### config.mk
export PLATFORM = sky130hd
export DESIGN_NAME = wg_launch_ctrl
export DESIGN_NICKNAME = d
export VERILOG_FILES = /design/src/rtl/wg_launch_ctrl.sv
export SDC_FILE = /design/constraint.sdc
export NUM_CORES = 1
export LEC_CHECK = 0
export CAP_MARGIN = 30
export CORE_AREA = 2 2 256 258
export DETAILED_ROUTE_END_ITERATION = 10
export DIE_AREA = 0 0 258 260
export PLACE_DENSITY = 0.66
export SLEW_MARGIN = 0
export SYNTH_ARGS = -nofsm -noshare
export SYNTH_HDL_FRONTEND = slang
export SYNTH_SLANG_ARGS = --single-unit
### constraint.sdc
create_clock -name clk -period 9.3 [get_ports clk]
set_input_delay 0.93 -clock clk [delete_from_list [all_inputs] [get_ports clk]]
set_output_delay 0.93 -clock clk [all_outputs]
set_load 0.02 [all_outputs]
### src/rtl/wg_launch_ctrl.sv
// Kernel launch sequencer: takes one descriptor, issues one host_req per workgroup with
// consecutive wg_ids, bounds outstanding workgroups and retires completions from host_rsp.
module wg_launch_ctrl #(
  parameter int WG_ID_W      = 32,
  parameter int ADDR_W       = 32,
  parameter int CFG_W        = 128,
  parameter int CNT_W        = 16,
  parameter int MAX_INFLIGHT = 8
) (
  input  logic               clk,
  input  logic               rst,
  input  logic               knl_valid_i,
  output logic               knl_ready_o,
  input  logic [CNT_W-1:0]   knl_num_wg_i,
  input  logic [WG_ID_W-1:0] knl_wg_base_i,
  input  logic [ADDR_W-1:0]  knl_start_pc_i,
  input  logic [ADDR_W-1:0]  knl_pds_base_i,
  input  logic [ADDR_W-1:0]  knl_csr_knl_i,
  input  logic [ADDR_W-1:0]  knl_gds_base_i,
  input  logic [CFG_W-1:0]   knl_cfg_i,
  input  logic               knl_abort_i,
  output logic               knl_done_o,
  output logic               knl_err_o,
  output logic [31:0]        knl_cycles_o,
  output logic               host_req_valid_o,
  input  logic               host_req_ready_i,
  output logic [WG_ID_W-1:0] host_req_wg_id_o,
  output logic [ADDR_W-1:0]  host_req_start_pc_o,
  output logic [ADDR_W-1:0]  host_req_pds_base_o,
  output logic [ADDR_W-1:0]  host_req_csr_knl_o,
  output logic [ADDR_W-1:0]  host_req_gds_base_o,
  output logic [CFG_W-1:0]   host_req_cfg_o,
  input  logic               host_rsp_valid_i,
  output logic               host_rsp_ready_o,
  input  logic [WG_ID_W-1:0] host_rsp_wg_id_i
);

  localparam int CMP_W = (WG_ID_W > CNT_W) ? WG_ID_W : CNT_W;

  typedef enum logic [1:0] {IDLE, ISSUE, DRAIN, DONE} state_t;

  state_t             state_reg, state_next;
  logic [CNT_W-1:0]   issued_reg, issued_next;
  logic [CNT_W-1:0]   retired_reg, retired_next;
  logic [CNT_W-1:0]   inflight_reg, inflight_next;
  logic [31:0]        cycles_reg, cycles_next;
  logic               err_reg, err_next;
  logic               aborted_reg, aborted_next;

  logic [CNT_W-1:0]   num_wg_reg;
  logic [WG_ID_W-1:0] base_reg;
  logic [WG_ID_W-1:0] wg_id_reg;
  logic [ADDR_W-1:0]  start_pc_reg, pds_base_reg, csr_knl_reg, gds_base_reg;
  logic [CFG_W-1:0]   cfg_reg;

  logic               accept, req_fire, rsp_fire, rsp_ok, in_range;
  logic [CMP_W-1:0]   rsp_off, num_wg_ext;

  assign accept           = (state_reg == IDLE) && knl_valid_i;
  assign host_req_valid_o = (state_reg == ISSUE) && (issued_reg < num_wg_reg) &&
                            (inflight_reg < CNT_W'(MAX_INFLIGHT));
  assign host_rsp_ready_o = (state_reg == ISSUE) || (state_reg == DRAIN);
  assign req_fire         = host_req_valid_o && host_req_ready_i;
  assign rsp_fire         = host_rsp_ready_o && host_rsp_valid_i;

  // Offset from base modulo 2^WG_ID_W, so a kernel whose ids wrap past zero still matches.
  assign rsp_off    = CMP_W'(host_rsp_wg_id_i - base_reg);
  assign num_wg_ext = CMP_W'(num_wg_reg);
  assign in_range   = rsp_off < num_wg_ext;
  assign rsp_ok     = rsp_fire && in_range && (inflight_reg != '0);

  assign knl_ready_o         = (state_reg == IDLE);
  assign knl_done_o          = (state_reg == DONE);
  assign knl_err_o           = err_reg;
  assign knl_cycles_o        = cycles_reg;
  assign host_req_wg_id_o    = wg_id_reg;
  assign host_req_start_pc_o = start_pc_reg;
  assign host_req_pds_base_o = pds_base_reg;
  assign host_req_csr_knl_o  = csr_knl_reg;
  assign host_req_gds_base_o = gds_base_reg;
  assign host_req_cfg_o      = cfg_reg;

  always_comb begin
    state_next    = state_reg;
    issued_next   = issued_reg;
    retired_next  = retired_reg;
    inflight_next = inflight_reg;
    cycles_next   = cycles_reg;
    err_next      = err_reg;
    aborted_next  = aborted_reg;
    case (state_reg)
      IDLE: begin
        if (knl_valid_i) begin
          issued_next   = '0;
          retired_next  = '0;
          inflight_next = '0;
          cycles_next   = '0;
          err_next      = 1'b0;
          aborted_next  = 1'b0;
          state_next    = (knl_num_wg_i == '0) ? DONE : ISSUE;
        end
      end
      ISSUE, DRAIN: begin
        if (cycles_reg != '1) cycles_next = cycles_reg + 32'd1;
        if (req_fire) issued_next = issued_reg + CNT_W'(1);
        if (rsp_ok) retired_next = retired_reg + CNT_W'(1);
        if (req_fire && !rsp_ok) inflight_next = inflight_reg + CNT_W'(1);
        else if (!req_fire && rsp_ok) inflight_next = inflight_reg - CNT_W'(1);
        if (rsp_fire && !rsp_ok) err_next = 1'b1;
        if (knl_abort_i) begin
          aborted_next = 1'b1;
          err_next     = 1'b1;
        end
        // Decide on next-cycle counts so the final response pulses done one cycle later.
        if (state_reg == ISSUE) begin
          if ((issued_next == num_wg_reg) || knl_abort_i) state_next = DRAIN;
        end else if ((inflight_next == '0) &&
                     ((retired_next == num_wg_reg) || aborted_next)) begin
          state_next = DONE;
        end
      end
      DONE:    state_next = IDLE;
      default: state_next = IDLE;
    endcase
  end

  always_ff @(posedge clk) begin
    if (rst) begin
      state_reg    <= IDLE;
      issued_reg   <= '0;
      retired_reg  <= '0;
      inflight_reg <= '0;
      cycles_reg   <= '0;
      err_reg      <= 1'b0;
      aborted_reg  <= 1'b0;
      num_wg_reg   <= '0;
      base_reg     <= '0;
      wg_id_reg    <= '0;
      start_pc_reg <= '0;
      pds_base_reg <= '0;
      csr_knl_reg  <= '0;
      gds_base_reg <= '0;
      cfg_reg      <= '0;
    end else begin
      state_reg    <= state_next;
      issued_reg   <= issued_next;
      retired_reg  <= retired_next;
      inflight_reg <= inflight_next;
      cycles_reg   <= cycles_next;
      err_reg      <= err_next;
      aborted_reg  <= aborted_next;
      if (accept) begin
        num_wg_reg   <= knl_num_wg_i;
        base_reg     <= knl_wg_base_i;
        wg_id_reg    <= knl_wg_base_i;
        start_pc_reg <= knl_start_pc_i;
        pds_base_reg <= knl_pds_base_i;
        csr_knl_reg  <= knl_csr_knl_i;
        gds_base_reg <= knl_gds_base_i;
        cfg_reg      <= knl_cfg_i;
      end else if (req_fire) begin
        wg_id_reg <= wg_id_reg + WG_ID_W'(1);
      end
    end
  end

endmodule

# Yosys cells after proc, flatten, opt, wreduce, memory -nomap -nowiden
# Index checks and enable logic that the tools add are counted.
[totals]
register_bits = 420
in_bits = 342
out_inout_bits = 325
word_cells = 92
[classes]
n_addsub = 7
order_cmp = 3
n_eq_ne = 11
muxes = 29
n_reduce_logical = 27
[ops]
columns = ["op", "n"]
rows = [
  ["two-way mux 16 bit", 8],
  ["two-way mux 32 bit", 4],
  ["one-hot mux 16 bit (2 select lines)", 3],
  ["adder 32 x 1 -> 32 bit, second input constant", 2],
  ["one-hot mux 32 bit (2 select lines)", 1],
  ["adder 16 x 1 -> 16 bit, second input constant", 3],
  ["== test 16 bit", 2],
  ["zero test 16 bit", 2],
  ["less-than comparator 32 x 16 -> 1 bit", 1],
  ["!= test 32 bit, second input constant", 1],
  ["subtractor 32 bit", 1],
  ["less-than comparator 16 bit", 1],
  ["less-than comparator 16 x 4 -> 1 bit, second input constant", 1],
  ["nonzero test 16 bit", 1],
  ["subtractor 16 x 1 -> 16 bit, second input constant", 1],
  ["logical AND 1 bit", 11],
  ["two-way mux 2 bit", 5],
  ["!= test 3 bit, second input constant", 3],
  ["AND reduction 3 bit", 3],
  ["one-hot mux 2 bit (3 select lines)", 1],
  ["two-way mux 1 bit", 5],
  ["== test 2 bit, second input constant", 2],
  ["!= test 2 bit, second input constant", 2],
  ["one-hot mux 1 bit (2 select lines)", 2],
  ["other kinds (7)", 11],
]

# Logic depth before layout (Yosys ltp)
[depth]
ltp_word = 14
mapped_depth = 26
depth_no_buf = 24

# Worst setup path after synthesis
# Ideal clock, no wire load.
[synth_path]
path_type = "input to register"
start = "in host_rsp_wg_id_i[14]"
end = "reg state_reg[0]"
setup_time_ns = 0.116
arrival_ns = 5.376
required_time_ns = 9.184
setup_slack_ns = 3.808
path_stages = 22
path_buffers = 1
path_cell_list = "ha_1 a21oi_1 o21ai_0 a21o_1 or2_2 xor2_1 ha_1 nand4_1 nor3_1 a2111oi_0 nand4_1 nor4_1 and3_1 nand4_1 or4_1 buf_2 nor4_4 nand3_2 a211oi_2 a31o_4 a211oi_1 a31o_1"
[synth_between]
elab_chain_cells = 12
elab_cells_between_ends = 18
cone_classes = "add/sub (1); order compare (1); eq/ne (2); mux (5); reduce/logical (9)"
[synth_rtl]
columns = ["item", "line_no", "source"]
rows = [
  ["start, declared", "35", "input logic [WG_ID_W-1:0] host_rsp_wg_id_i"],
  ["subtractor 32 bit (*)", "67", "assign rsp_off = CMP_W'(host_rsp_wg_id_i - base_reg);"],
  ["less-than comparator 32 x 16 -> 1 bit (*)", "69", "assign in_range = rsp_off < num_wg_ext;"],
  ["logical AND 1 bit (*) (2 in series)", "70", "assign rsp_ok = rsp_fire && in_range && (inflight_reg != '0);"],
  ["logical AND 1 bit or zero test 1 bit (tied branches)", "108, 107", ""],
  ["two-way mux 16 bit or logical AND 1 bit (tied branches)", "108, 107", ""],
  ["two-way mux 16 bit", "107", "if (req_fire && !rsp_ok) inflight_next = inflight_reg + CNT_W'(1);"],
  ["two-way mux 16 bit", "91", "case (state_reg)"],
  ["zero test 16 bit", "117", "end else if ((inflight_next == '0) &&"],
  ["logical AND 1 bit (*)", "117", ""],
  ["!= test 3 bit (no source line) (*)", "n/a", ""],
  ["AND reduction 3 bit (no source line) (*)", "n/a", ""],
  ["end signal, assigned", "145", "state_reg <= state_next;"],
  ["end, declared", "42", "state_t state_reg, state_next;"],
]
# Every way passes the cells marked *; elsewhere a longest branch is shown, timed or not. The select of a mux whose other input is x is not followed.
# A chain may end at the register's enable or synchronous reset.

# Worst setup path in the final report
# Ends and elaborated chain as after synthesis.

==> results.cfg <==
[run_status]
status = completed

[global_route]
grt_pass1_wl_um = 132300
grtUsageTotal_pct = 26.23
met2_usage_pct = 41.51
antenna_found_initial = 24
grtUsageMet1_pct = 33.08
use_met3_pct = 9.795
busiest_layer = met2
grt_max_degree = 211
grt_pass1_vias = 19700
grt_overflow = 0

[yosys]
async_flop_share_pct = 0
synth_top_family_by_area = simple AND/OR/NAND/NOR gates
syn_nets = 3076
avgSynthCellArea_sq_um = 7.592
netlist.top_cell.by_area = dfxtp_1
synth_enable_flop_cells = 0
synth_compound_area_share_pct = 18.94
synth_area_leaders = dfxtp_1 42%, nand2_1 14%, a21oi_1 11%
synth_cell_types = 82
netlist_instances = 2662
synthAdderAreaFrac_pct = 4.594
synth_ff_type = dfxtp_1
synthXorXnorAreaFrac_pct = 5.504
ys_ff_latch = 420
synth-simple-area-share_pct = 24.49
synth_top_area_share_pct = 41.60
ys_seq_area_share_pct = 41.60
syn_area_sq_um = 20210
synth_mux_area_share_pct = 0.4519
yosysWarnings = 0

[routing]
drtPass1Iterations = 5
route.detailed.wl_per_inst_um = 22.31
wl_um = 92220
drc = 0
route.vias.total = 21160
drtIter0Drc = 2043
viasPerCell = 5.119
drtAntennaViolNets = 0

[worst_setup_path]
path_class = primary input to flip-flop
end_kind = flip-flop
cp-start-kind = primary input
crit_required_ns = 9.78
crit_arrival_ns = 6.85
cp_max_fo = 20

[clock_tree]
cts_tree = yes
clk_pin_slew_worst_paths_ns = 0.06
holdBufCountCts = 0
clk_latency_ns = 0.59
clock_path_buffers = 3
cts_resized = 0
cts_buffers = 50
cts_num_sinks = 420
htreeDepth = 2
post_cts_buffers = 0
root_buffer = clkbuf_16

[sta]
finalClockSkew_ns = 0.01637
slew_viol_final = 0
grt_setup_unrepaired = false
hold-worst-slack_ns = 0.4528
relSlewSlack_pct = 8.554
finalSetupViolCount = 0
fmax_ghz = 0.1571
worstMarginPinSlew_ns = 1.372
layout_min_cycle_time_ns = 6.367
min_period_over_period_pct = 68.46
hold_viol_final = 0
fin_setup_tns_ns = 0

[floorplanning]
fp.dieH_um = 260
io_pins = 667
core_area_sq_um = 64120
row_count = 93
die_area_sq_um = 67080
fp.dieW_um = 258
start_util_pct = 31.52

[final_layout]
nets = 3644
drive_above_1_share_pct = 3.644
stdcell_area_sq_um = 29160
utilization_pct = 45.48
nFillCells = 6375
largest_reg_flops = 128
fin_cells = 4134
area_delta_synth_final_pct = 44.26

[run]
drv_cap = 0

[min_path]
hp-class = flip-flop to flip-flop

[pwr]
power.leakage_uw = 0.01058
pwr_density_cell_nw_per_um2 = 233.4
peakVddDrop_uv = 177.7

[placement]
dpl.cell_count = 4032
hpwlAfterDp_um = 70280
place_area_sq_um = 27500
place.port_buffers = 666
gp_congestion = 0.9730
per-stage QoR:
stage          total power, uW  worst slack [ns]
3_5_place_dp              4835             2.456
4_1_cts                   6813             3.054
2_1_floorplan             3699             3.808
5_1_grt                   7141             2.511
6_report                  6804             2.933
3_3_place_gp              4809             2.552
final timing paths:
kind / startpoint / to / slack [ns] / cells after the start
max: host_rsp_wg_id_i[14] / state_reg[0]$_SDFFE_PP0P_ / 2.93 / 23
min: base_reg[29]$_SDFFE_PP0P_ / base_reg[29]$_SDFFE_PP0P_ / 0.45 / 2
max reg2reg: base_reg[14]$_SDFFE_PP0P_ / state_reg[0]$_SDFFE_PP0P_ / 3.40 / 23
min reg2reg: base_reg[29]$_SDFFE_PP0P_ / base_reg[29]$_SDFFE_PP0P_ / 0.45 / 2
synthesized netlist by cell type, drive strengths merged, types with 3 or more instances:
library cell / n
a311oi: 15
o311ai: 3
nor3: 43
a2111oi: 8
o21ai: 84
buf: 30
inv: 69
nand4b: 7
clkbuf: 132
xor2: 60
a31oi: 11
a2111o: 4
and3: 35
nor4: 19
or3: 16
o211a: 3
mux2i: 8
a21o: 14
nor3b: 3
o31ai: 4
o211ai: 10
xnor2: 67
nand2: 757
a22oi: 9
nor2b: 5
o22ai: 3
and4: 10
nor2: 130
or4: 6
a211oi: 16
a21boi: 4
nand4: 31
dfxtp: 420
o21a: 10
nand3: 50
and2: 9
nand3b: 4
a21oi: 435
ha: 71
nand2b: 14
cell families (layout without fill, tap and decap cells):
kind of cell,count (synthesis),in the layout
AOI/OAI and AO/OA,656,656
xor gates and xnor gates,127,127
adders and majority gates,74,74
buffers and inverters,231,835
DFF,420,420
muxes,9,9
other,0,13
and+or+nand+nor,1145,1145
layer usage:
metal	part of all wire (%)	vias up
met5	0.12	-
met4	2.4	4
met3	10	124
met2	46	830
met1	41	9992
li1	-	10210
power by group:
| part | internal (uW) | leakage [uW] | switching [uW] | total, uW |
|---|---|---|---|---|
| clock | 1150 | 0.000780 | 809 | 1960 |
| combinational | 980 | 0.00637 | 1630 | 2610 |
| sequential | 2050 | 0.00343 | 192 | 2240 |
area by class of cell:
type / instances / area [sq um] / area share (%)
clock buffer: 78 / 1488 / 5.102
multi-input combinational: 2011 / 10940 / 37.52
inverter: 69 / 259.0 / 0.8883
tap: 855 / 1070 / 3.669
antenna: 13 / 32.53 / 0.1116
sequential: 420 / 8408 / 28.84
clock inverter: 10 / 112.6 / 0.3862
timing repair buffer: 678 / 6847 / 23.48
worst max-delay path, stage by stage:
cell             delay, ns
clkdlybuf4s50_1       0.45
ha_1                  0.42
a21oi_1               0.33
o21ai_0               0.24
a21o_1                0.25
or2_2                 0.32
xor2_1                0.15
ha_1                  0.29
nand4_1               0.13
nor3_1                0.09
a2111oi_0             0.40
nand4_1               0.16
nor4_1                0.29
and3_1                0.19
nand4_1               0.13
nor4_2                0.20
buf_4                 0.33
nand2b_1              0.16
or4_1                 0.52
a211oi_1              0.25
a41o_2                0.29
a211oi_1              0.08
a31o_1                0.22
cell usage in the layout, fill, tap and decap left out, types with 6 or more instances in the layout:
cell             synthesis  routed
xnor2_1                 67      67
or4_1                    6       6
or3_1                   15      15
clkdlybuf4s50_1          0     665
a31oi_1                 11      11
a211oi_1                14      14
clkbuf_16                0      51
diode_2                  0      13
clkbuf_8                 0      11
and4_1                  10      10
xor2_1                  60      60
nor3_1                  42      42
nor4_1                  17      16
a21o_1                  14      14
ha_1                    71      71
o21ai_0                 75      75
nor2_1                 130     130
nand2b_1                14      14
inv_1                   69      69
and3_1                  35      35
a21oi_1                429     429
clkbuf_1               132      16
nand4_1                 30      30
dfxtp_1                420     420
a311oi_1                14      14
nand3_1                 49      49
o21a_1                  10      10
o21ai_1                  9       8
nand4b_1                 7       7
o211ai_1                10      10
nand2_1                757     755
a22oi_1                  9       9
and2_1                   9       8
buf_4                    1       6
mux2i_1                  8       8
Note: power is estimated with default switching activity, not from simulation.
